===== src/rtl/definitions_pkg.sv =====
// Shared definitions for the rv32i multicycle controller.
//   ctrl_state_t : controller state encoding
//   OP_*         : opcode field values (instr[6:0]) decoded in DECODE
//   RES_*        : result_src encodings
//   SRCA_* / SRCB_* : ALU operand select encodings
//   ALUOP_*      : alu_op encodings fed to alu_decoder
package definitions_pkg;

  typedef enum logic [3:0] {
    FETCH,
    DECODE,
    MEMADR,
    MEMREAD,
    MEMWB,
    MEMWRITE,
    EXECUTER,
    EXECUTEI,
    ALUWB,
    BEQ,
    JAL
  } ctrl_state_t;

  localparam logic [6:0] OP_LOAD   = 7'b0000011;
  localparam logic [6:0] OP_STORE  = 7'b0100011;
  localparam logic [6:0] OP_R      = 7'b0110011;
  localparam logic [6:0] OP_I      = 7'b0010011;
  localparam logic [6:0] OP_JAL    = 7'b1101111;
  localparam logic [6:0] OP_BRANCH = 7'b1100011;

  localparam logic [1:0] RES_ALUOUT    = 2'b00;
  localparam logic [1:0] RES_DATA      = 2'b01;
  localparam logic [1:0] RES_ALURESULT = 2'b10;

  localparam logic [1:0] SRCA_PC    = 2'b00;
  localparam logic [1:0] SRCA_OLDPC = 2'b01;
  localparam logic [1:0] SRCA_RD1   = 2'b10;

  localparam logic [1:0] SRCB_RD2  = 2'b00;
  localparam logic [1:0] SRCB_IMM  = 2'b01;
  localparam logic [1:0] SRCB_FOUR = 2'b10;

  localparam logic [1:0] ALUOP_ADD   = 2'b00;
  localparam logic [1:0] ALUOP_SUB   = 2'b01;
  localparam logic [1:0] ALUOP_FUNCT = 2'b10;

endpackage


===== src/rtl/control_fsm.sv =====
// Multicycle main controller for the rv32i core (Moore FSM).
// Sequences each instruction through fetch/decode/execute/memory/writeback
// and drives the datapath selects and write enables.
// Ports:
//   clk_i, rst_i        : clock, async active-high reset
//   op_i[6:0]           : opcode from the instruction register
//   zero_i              : ALU zero flag (gates pc_write in BEQ)
//   mem_ready_i         : memory access completes this cycle
//   pc_write_o          : PC enable = pc_update | (branch & zero_i)
//   adr_src_o           : memory address select (0 PC, 1 Result)
//   mem_write_o         : memory write strobe
//   ir_write_o          : instruction register / OldPC enable
//   reg_write_o         : register file write enable
//   result_src_o[1:0]   : result select
//   alu_src_a_o[1:0]    : ALU A select
//   alu_src_b_o[1:0]    : ALU B select
//   alu_op_o[1:0]       : to alu_decoder
//   illegal_o           : pulse in DECODE on unsupported opcode
//   state_o             : current state (debug)
module control_fsm
  import definitions_pkg::*;
(
  input  logic        clk_i,
  input  logic        rst_i,
  input  logic [6:0]  op_i,
  input  logic        zero_i,
  input  logic        mem_ready_i,
  output logic        pc_write_o,
  output logic        adr_src_o,
  output logic        mem_write_o,
  output logic        ir_write_o,
  output logic        reg_write_o,
  output logic [1:0]  result_src_o,
  output logic [1:0]  alu_src_a_o,
  output logic [1:0]  alu_src_b_o,
  output logic [1:0]  alu_op_o,
  output logic        illegal_o,
  output ctrl_state_t state_o
);

  ctrl_state_t state, state_nxt;

  // State register
  always_ff @(posedge clk_i or posedge rst_i) begin
    if (rst_i) state <= FETCH;
    else       state <= state_nxt;
  end

  // Next-state logic; op_i only consulted in DECODE and MEMADR
  always_comb begin
    state_nxt = state;
    case (state)
      FETCH:    if (mem_ready_i) state_nxt = DECODE;
      DECODE: begin
        case (op_i)
          OP_LOAD, OP_STORE: state_nxt = MEMADR;
          OP_R:              state_nxt = EXECUTER;
          OP_I:              state_nxt = EXECUTEI;
          OP_JAL:            state_nxt = JAL;
          OP_BRANCH:         state_nxt = BEQ;
          default:           state_nxt = FETCH;
        endcase
      end
      MEMADR:   state_nxt = op_i[5] ? MEMWRITE : MEMREAD;
      MEMREAD:  if (mem_ready_i) state_nxt = MEMWB;
      MEMWB:    state_nxt = FETCH;
      MEMWRITE: if (mem_ready_i) state_nxt = FETCH;
      EXECUTER: state_nxt = ALUWB;
      EXECUTEI: state_nxt = ALUWB;
      ALUWB:    state_nxt = FETCH;
      BEQ:      state_nxt = FETCH;
      JAL:      state_nxt = ALUWB;
      default:  state_nxt = FETCH;
    endcase
  end

  logic pc_update;
  logic branch;

  // Output decode. Reset overrides everything so no enable or select
  // escapes while rst_i is high, even though state already reads FETCH.
  always_comb begin
    pc_update    = 1'b0;
    branch       = 1'b0;
    adr_src_o    = 1'b0;
    mem_write_o  = 1'b0;
    ir_write_o   = 1'b0;
    reg_write_o  = 1'b0;
    result_src_o = '0;
    alu_src_a_o  = '0;
    alu_src_b_o  = '0;
    alu_op_o     = '0;
    illegal_o    = 1'b0;
    case (state)
      FETCH: begin
        adr_src_o    = 1'b0;
        alu_src_a_o  = SRCA_PC;
        alu_src_b_o  = SRCB_FOUR;
        alu_op_o     = ALUOP_ADD;
        result_src_o = RES_ALURESULT;
        ir_write_o   = mem_ready_i;
        pc_update    = mem_ready_i;
      end
      DECODE: begin
        alu_src_a_o = SRCA_OLDPC;
        alu_src_b_o = SRCB_IMM;
        alu_op_o    = ALUOP_ADD;
        case (op_i)
          OP_LOAD, OP_STORE, OP_R, OP_I, OP_JAL, OP_BRANCH: illegal_o = 1'b0;
          default: illegal_o = 1'b1;
        endcase
      end
      MEMADR: begin
        alu_src_a_o = SRCA_RD1;
        alu_src_b_o = SRCB_IMM;
        alu_op_o    = ALUOP_ADD;
      end
      MEMREAD: begin
        adr_src_o    = 1'b1;
        result_src_o = RES_ALUOUT;
      end
      MEMWB: begin
        result_src_o = RES_DATA;
        reg_write_o  = 1'b1;
      end
      MEMWRITE: begin
        adr_src_o    = 1'b1;
        result_src_o = RES_ALUOUT;
        mem_write_o  = 1'b1;
      end
      EXECUTER: begin
        alu_src_a_o = SRCA_RD1;
        alu_src_b_o = SRCB_RD2;
        alu_op_o    = ALUOP_FUNCT;
      end
      EXECUTEI: begin
        alu_src_a_o = SRCA_RD1;
        alu_src_b_o = SRCB_IMM;
        alu_op_o    = ALUOP_FUNCT;
      end
      ALUWB: begin
        result_src_o = RES_ALUOUT;
        reg_write_o  = 1'b1;
      end
      BEQ: begin
        alu_src_a_o  = SRCA_RD1;
        alu_src_b_o  = SRCB_RD2;
        alu_op_o     = ALUOP_SUB;
        result_src_o = RES_ALUOUT;
        branch       = 1'b1;
      end
      JAL: begin
        alu_src_a_o  = SRCA_OLDPC;
        alu_src_b_o  = SRCB_FOUR;
        alu_op_o     = ALUOP_ADD;
        result_src_o = RES_ALUOUT;
        pc_update    = 1'b1;
      end
      default: begin
        pc_update = 1'b0;
      end
    endcase

    pc_write_o = pc_update | (branch & zero_i);

    if (rst_i) begin
      pc_write_o   = 1'b0;
      adr_src_o    = 1'b0;
      mem_write_o  = 1'b0;
      ir_write_o   = 1'b0;
      reg_write_o  = 1'b0;
      result_src_o = '0;
      alu_src_a_o  = '0;
      alu_src_b_o  = '0;
      alu_op_o     = '0;
      illegal_o    = 1'b0;
    end
  end

  assign state_o = state;

endmodule


===== config.mk =====
export PLATFORM = sky130hd
export DESIGN_NAME = control_fsm
export DESIGN_NICKNAME = d
export VERILOG_FILES = /design/src/rtl/definitions_pkg.sv /design/src/rtl/control_fsm.sv
export SDC_FILE = /design/constraint.sdc
export NUM_CORES = 1
export LEC_CHECK = 0
export CAP_MARGIN = 20
export CORE_MARGIN = 2
export CORE_UTILIZATION = 42
export CTS_CLUSTER_SIZE = 24
export DETAILED_ROUTE_END_ITERATION = 16
export HOLD_SLACK_MARGIN = 0.06
export PLACE_DENSITY = 0.83
export SETUP_SLACK_MARGIN = 0.2
export SKIP_CTS_REPAIR_TIMING = 1
export SLEW_MARGIN = 20
export SYNTH_ARGS = -nofsm -noshare
export SYNTH_HDL_FRONTEND = slang
export SYNTH_SLANG_ARGS = --single-unit
export TNS_END_PERCENT = 30

===== constraint.sdc =====
create_clock -name clk_i -period 4.5 [get_ports clk_i]
set_input_delay 1.35 -clock clk_i [delete_from_list [all_inputs] [get_ports clk_i]]
set_output_delay 1.35 -clock clk_i [all_outputs]
set_load 0.05 [all_outputs]

; After elaboration in Yosys (flattened, before gate mapping)
; Cells that the tools add are included.
[op_classes]
n_addsub = 0
mul = 0
div = 0
n_lt_le_gt_ge = 0
eq_ne = 19
shift = 0
muxes = 28
n_bitwise = 2
reduce_logical = 12
[op_table]
columns = op, count
row1 = 4-bit case mux with 6 select lines, 1
row2 = 4-bit case mux with 5 select lines, 1
row3 = "4-bit by 3-bit equality test with 1-bit output, second input constant", 4
row4 = 2-bit case mux with 2 select lines, 4
row5 = "7-bit by 6-bit equality test with 1-bit output, second input constant", 2
row6 = "7-bit equality test, second input constant", 2
row7 = 1-bit two-way mux, 13
row8 = "4-bit equality test, second input constant", 3
row9 = 4-bit two-way mux, 3
row10 = 2-bit OR reduction, 6
row11 = "4-bit by 2-bit equality test with 1-bit output, second input constant", 2
row12 = 2-bit two-way mux, 4
row13 = "7-bit by 2-bit equality test with 1-bit output, second input constant", 1
row14 = "7-bit by 5-bit equality test with 1-bit output, second input constant", 1
row15 = "2-bit inequality test, second input constant", 3
row16 = 3-bit OR reduction, 2
row17 = 6-bit OR reduction, 1
row18 = "4-bit by 1-bit equality test with 1-bit output, second input constant", 1
row19 = 4-bit zero test, 1
row20 = 4-bit OR reduction, 1
row21 = 3-bit two-way mux, 1
row22 = 3-bit AND reduction, 1
row23 = 1-bit case mux with 2 select lines, 1
row24 = 1-bit AND, 1
row25 = 1-bit bitwise OR, 1
[word_totals]
ff_bits = 4
latchBits = 0
mem_bits_rw = 0
mem_bits_ro = 0
input_bits = 11
memories = 0

; Longest topological paths before layout
; Gate-level depths: netlist of run 1.
[depth]
ltp_word = 5
ltp_mapped = 5
ltp_nobuf = 4

; Least setup slack after synthesis of run 1
; Ideal clock, no wire load.
[synth_timing]
path_kind = input -> output
startpoint = input rst_i
endpoint = output pc_write_o
t_arrival_ns = 2.955
required_ns = 3.150
setup_slack_ns = 0.195
stages = 4
n_path_buf = 0
path_cell_list = inv_1 nand2_1 nor4_2 o21bai_2
[synth_via]
elab_chain_len = 1
[synth_rtl]
columns = item, line
row1 = start: declaration, control_fsm.sv:24  ; input logic rst_i,
row2 = 1-bit two-way mux, control_fsm.sv:166  ; if (rst_i) begin
row3 = end: declaration, control_fsm.sv:28  ; output logic pc_write_o,
; No other way between the ends.

; Worst setup path in the final report of run 1
; Same ends and word-level chain as after synthesis.

==> results of run 1 <==
-- worst register-to-register path: cells and delay by family (launching register included) --
| kind | cells | cell delay (ps) |
|---|---|---|
| AND/OR/NAND/NOR | 3 | 730 |
| flip-flops | 1 | 710 |
| AO/OA/AOI/OAI | 1 | 130 |
-- path summary, 6_finish.rpt --
check / start / to / slack [ps] / cells past startpoint
max: rst_i / pc_write_o / 410 / 6
min: state_o[3] / state_o[0] / 820 / 1
max in group asynchronous: rst_i / state_o[3] / 2790 / 3
max reg2reg: state_o[0] / state_o[2] / 2880 / 4
min reg2reg: state_o[3] / state_o[0] / 820 / 1
min in group asynchronous: rst_i / state_o[0] / 1590 / 3
-- routing by layer --
layer  global-route usage, %  vias up  part of all wire (%)
li1                        -      362                     -
met2                    39.8       28                    49
met4                    10.5        0                   2.5
met3                    7.61        4                   6.3
met1                    22.9      314                    42
met5                       0        -                     0
-- cells in the mapped netlist (all sizes together) --
cell / number / area [sq um]
a21oi: 7 / 35.0
a22oi: 1 / 7.51
a2bb2oi: 1 / 8.76
and2: 2 / 12.5
and2b: 1 / 7.51
and3: 4 / 25.0
buf: 5 / 31.3
dfrtp: 4 / 100
inv: 4 / 15.0
mux2: 1 / 15.0
nand2: 10 / 37.5
nand2b: 3 / 18.8
nand3: 1 / 5.00
nand3b: 1 / 7.51
nand4: 1 / 12.5
nor2: 12 / 45.0
nor2b: 4 / 25.0
nor3: 4 / 25.0
nor3b: 1 / 7.51
nor4: 2 / 18.8
nor4b: 1 / 23.8
o211ai: 1 / 7.51
o21ai: 5 / 25.0
o21bai: 1 / 11.3
o221ai: 1 / 8.76
o22ai: 3 / 18.8
o32a: 1 / 10.0
or3: 1 / 6.26
xnor2: 1 / 8.76
-- stage by stage --
step	utilization [%]	cell area, sq um	power (uW)	hold WS (ps)	worst slack, ps
finish	73.2	952	176	822	406
global route	73.2	952	190	911	334
CTS	73.2	952	178	812	390
detailed placement	71.4	930	132	807	394
global placement	71.4	930	130	828	488
floorplan	-	589	94.6	988	301
-- power groups by stage --
stage	Combinational, uW	Clock, uW	Sequential [uW]
floorplan	50.6	0	44.0
global placement	85.7	0	44.5
detailed placement	87.1	0	44.6
CTS	87.3	46.4	44.1
global route	92.5	52.8	44.8
finish	87.1	45.0	44.4
-- final cells by class --
type / instances / share of cell area (%)
Inverter: 4 / 1.58
Sequential cell: 4 / 10.5
Multi-Input combinational cell: 71 / 46.5
Tap cell: 15 / 1.97
Clock buffer: 3 / 2.37
Timing Repair Buffer: 29 / 37.1
-- cell families (layout without fill, tap and decap cells) --
group / count (synthesis) / count (layout)
and+or+nand+nor: 48 / 48
AOI/OAI and AO/OA: 21 / 21
buffers and inverters: 9 / 36
DFF: 4 / 4
xor gates and xnor gates: 1 / 1
muxes: 1 / 1
==> summary.md, run 1 <==
| Metric | Value |
|---|---|
| Status | `completed` |
| CTS Buffer Depth | `2` |
| Chip width | `41.2 microns` |
| Combinational fraction of design power | `49.3%` |
| Multiplexer area fraction after synthesis | `2.59%` |
| # nets final | `124` |
| Most frequent cells in the layout | `14 x clkdlybuf4s50_1, 12 x nor2_1, 10 x nand2_1` |
| CTS Buf Count | `3` |
| Fin Setup TNS | `0 ps` |
| Adder-cell share of the synthesized area | `0%` |
| DRT iter0 DRCs | `10` |
| Complex-gate fraction of the synthesized area | `22.8%` |
| Total number of vias | `708` |
| Post-layout min period | `4090 ps` |
| Sequential Power Share | `25.2%` |
| Gpl congestion | `0.818` |
| Synthesized flop and latch total | `4` |
| Skew final | `0.362 ps` |
| Pin count of the biggest net entering global routing | `19` |
| Post-Route WL | `1620 microns` |
| Sw Ratio | `39.6%` |
| Worst-Margin Slew | `590 ps` |
| Final hold violation count | `0` |
| Max transition margin | `60.7%` |
| Xor-xnor portion of the synthesized cell area | `1.51%` |
| Max Slew Vio Count | `0` |
| Critical Path AT | `2740 ps` |
| Layout cells sized above 1 | `22.5%` |
| Starting Density | `44.6%` |
| Unrepaired setup endpoints after global routing | `false` |
| Crit path required time | `3150 ps` |
| Clock latency on the worst-skew pair | `230 ps` |
| Post-route insts no fill | `126` |
| Power per cell area | `185 nW/um^2` |
| Clock share of power | `25.5%` |
| Filler cell count | `110` |
| HP Class | `reg2reg` |
| Leak | `0.000410 uW` |
| Pre-antenna DRT Iters | `4` |
| Setup violations, final | `0` |
| Setup crit start kind | `input pin` |
| Worst VDD drop | `0.178 mV` |
| Multi-input logic area | `443 sq um` |
| DP HPWL | `1250 microns` |
| Post-synth net total | `95` |
| Average size of a mapped cell | `6.91 sq um` |
| Reg area | `100 sq um` |
| Vias in the first global route | `595` |
| Clock tree root driver cell | `clkbuf_4` |
| Net Switching | `69.9 uW` |
| Buffers & Inverters on Critical Path | `3` |
| Chip Height | `41.2 microns` |
| Dpl cells | `123` |
| Total grt overflow | `0` |
| IO Pins | `29` |
| N_diodes | `0` |
| CTS tree | `built` |
| Cell family with most CP delay | `buffers and inverters` |
| Internal | `107 uW` |
| Clock transition at path regs | `40 ps` |
| Max reg flops | `4` |
| PortBufs | `28` |
| Cell area after synthesis | `581 sq um` |
| CP max-delay cell | `clkdlybuf4s50_1` |
| First-pass GRT wire length | `2450 microns` |
| Fmax achieved | `244 MHz` |
| Drc violations | `0` |
| Total track usage | `22.3%` |
| Critical path type | `in2out` |
| Tcrit/Tclk final | `91.0%` |
| CP peak stage delay | `530 ps` |
| Routed vias/inst | `5.62` |
| H-tree lvl count | `1` |
| Combinational family with the most area after synthesis | `simple AND/OR/NAND/NOR gates` |
| Die area | `1700 sq um` |
| Core Area | `1300 sq um` |
| Unique masters post-synth | `34` |
| WL/cell | `12.9 microns` |
| Area Growth Syn to Fin | `64.0%` |
| Initial antenna violation count | `0` |
| Most common cell after layout, fill and taps aside | `clkdlybuf4s50_1` |
| CP endpoint kind | `output port` |
| Row count | `13` |
| Crit path cell chain | `clkdlybuf4s50_1 -> inv_1 -> nand2_1 -> nor4_4 -> o21bai_2 -> buf_12` |
| YS warnings | `0` |
| Clock sinks | `4` |
| Synthesized instance count | `84` |
| Routed Antenna Nets | `0` |
| Seq/Total Area, Yosys | `17.2%` |
| Max Cap Viol | `0` |
| Simple-gate share of the synthesized area | `47.8%` |
| Max FO, Critical Path | `7` |
Note: power is estimated with default switching activity, not from simulation.
==> run 2: changes to the inputs <==
MAX_ROUTING_LAYER = met4   (was unset)
==> run 2 against run 1 <==
Register-to-register slack about the same; combinational power about the same; non-clock buffer count did not move; cell area is the same; sequential share of layout area unchanged; highest routed layer unchanged; critical path type unchanged; flip-flop and latch count stayed put; critical endpoint unchanged; setup slack is the same; clock skew is the same; sequential power about the same; utilization unchanged; hold slack unchanged; count of clock-buffer cells in the layout unchanged.
==> summary.md, run 2 (synthesis gave the netlist of run 1 again) <==
| Metric | Value |
|---|---|
| Total track usage | `22.9%` |
| CTS tree | `built` |
| CTS Buffer Depth | `2` |
| Max Slew Vio Count | `0` |
| Layout cells sized above 1 | `22.5%` |
| Max Cap Viol | `0` |
| Status | `completed` |
| Clock latency on the worst-skew pair | `230 ps` |
| Leak | `0.000410 uW` |
| Area Growth Syn to Fin | `64.0%` |
| Clock tree root driver cell | `clkbuf_4` |
| Core Area | `1300 sq um` |
| Chip width | `41.2 microns` |
| Routed Antenna Nets | `0` |
| Initial antenna violation count | `0` |
| Critical Path AT | `2740 ps` |
| WHS | `822 ps` |
| WL/cell | `12.8 microns` |
| Tcrit/Tclk final | `91.0%` |
| Max reg flops | `4` |
| Total number of vias | `708` |
| N_diodes | `0` |
| R2r setup slk | `2880 ps` |
| Final Power | `176 uW` |
| Cell family with most CP delay | `buffers and inverters` |
| Total grt overflow | `0` |
| CP peak stage delay | `530 ps` |
| Worst VDD drop | `0.178 mV` |
| DP HPWL | `1250 microns` |
| Most common cell after layout, fill and taps aside | `clkdlybuf4s50_1` |
| Worst-Margin Slew | `590 ps` |
| Starting Density | `44.6%` |
| Chip Height | `41.2 microns` |
| Unrepaired setup endpoints after global routing | `false` |
| PortBufs | `28` |
| Routed vias/inst | `5.62` |
| # nets final | `124` |
| Design area | `952 sq um` |
| CP max-delay cell | `clkdlybuf4s50_1` |
| First-pass GRT wire length | `2450 microns` |
| Gpl congestion | `0.831` |
| Row count | `13` |
| HP Class | `reg2reg` |
| CTS Buf Count | `3` |
| DRT iter0 DRCs | `10` |
| Most frequent cells in the layout | `14 x clkdlybuf4s50_1, 12 x nor2_1, 10 x nand2_1` |
| Crit path cell chain | `clkdlybuf4s50_1 -> inv_1 -> nand2_1 -> nor4_4 -> o21bai_2 -> buf_12` |
| Max transition margin | `60.7%` |
| Fmax achieved | `244 MHz` |
| Post-route insts no fill | `126` |
| H-tree lvl count | `1` |
| Final hold violation count | `0` |
| Drc violations | `0` |
| Setup crit start kind | `input pin` |
| Dpl cells | `123` |
| Pin count of the biggest net entering global routing | `19` |
| Post-Route WL | `1620 microns` |
| IO Pins | `29` |
| CP endpoint kind | `output port` |
| Clock sinks | `4` |
| Max FO, Critical Path | `7` |
| Crit path required time | `3150 ps` |
| Vias in the first global route | `595` |
| Setup violations, final | `0` |
| Fin Setup TNS | `0 ps` |
| Pre-antenna DRT Iters | `4` |
| Post-layout min period | `4090 ps` |
| Die area | `1700 sq um` |
| Buffers & Inverters on Critical Path | `3` |
| Critical path type | `in2out` |
| Power per cell area | `185 nW/um^2` |
| Placed inst area | `930 sq um` |
| Clock transition at path regs | `40 ps` |
| Skew final | `0.362 ps` |
[run 2: cell counts in the layout (fill, tap and decap cells not counted)]
No cell type changed its count.
[run 2: path summary, 6_finish.rpt]
path / to / cells after the start / startpoint
worst max-delay path: pc_write_o / 6 / rst_i
worst min-delay path: state_o[0] / 1 / state_o[3]
worst max register to register: state_o[2] / 4 / state_o[0]
worst min register to register: state_o[0] / 1 / state_o[3]
max in group asynchronous: state_o[3] / 3 / rst_i
min in group asynchronous: state_o[0] / 3 / rst_i
[run 2: per-stage QoR]
step / utilization, % / setup WS (ps)
detailed placement: 71.4 / 394
CTS: 73.2 / 390
finish: 73.2 / 406
global route: 73.2 / 334
global placement: 71.4 / 488
floorplan: - / 301
[run 2: cell type report]
class / instances / area [sq um]
Tap cell: 15 / 18.8
Fill cell: 110 / 349
Inverter: 4 / 15.0
Timing Repair Buffer: 29 / 353
Clock buffer: 3 / 22.5
Multi-Input combinational cell: 71 / 443
Sequential cell: 4 / 100
[run 2: worst register-to-register path: cells and delay by family (launching register included)]
kind               cells  cell delay [ps]
AOI/OAI and AO/OA      1              130
DFF                    1              710
and+or+nand+nor        3              730
[run 2: power by group]
group          internal (uW)  total (uW)  switching, uW  leakage (uW)
sequential              37.4        44.4           7.01     0.0000539
combinational           39.4        87.1           47.7      0.000342
clock                   29.9        45.0           15.1     0.0000138
total                    107         176           69.8      0.000410
[run 2: routing by layer]
metal	up-vias	share of wire (%)	global-route usage, %	wire [microns]
met5	-	0	-	0
met4	0	2.5	10.5	41
met3	4	6.1	7.07	99
met2	28	49	39.8	800
met1	314	42	23.2	677
li1	362	-	-	-
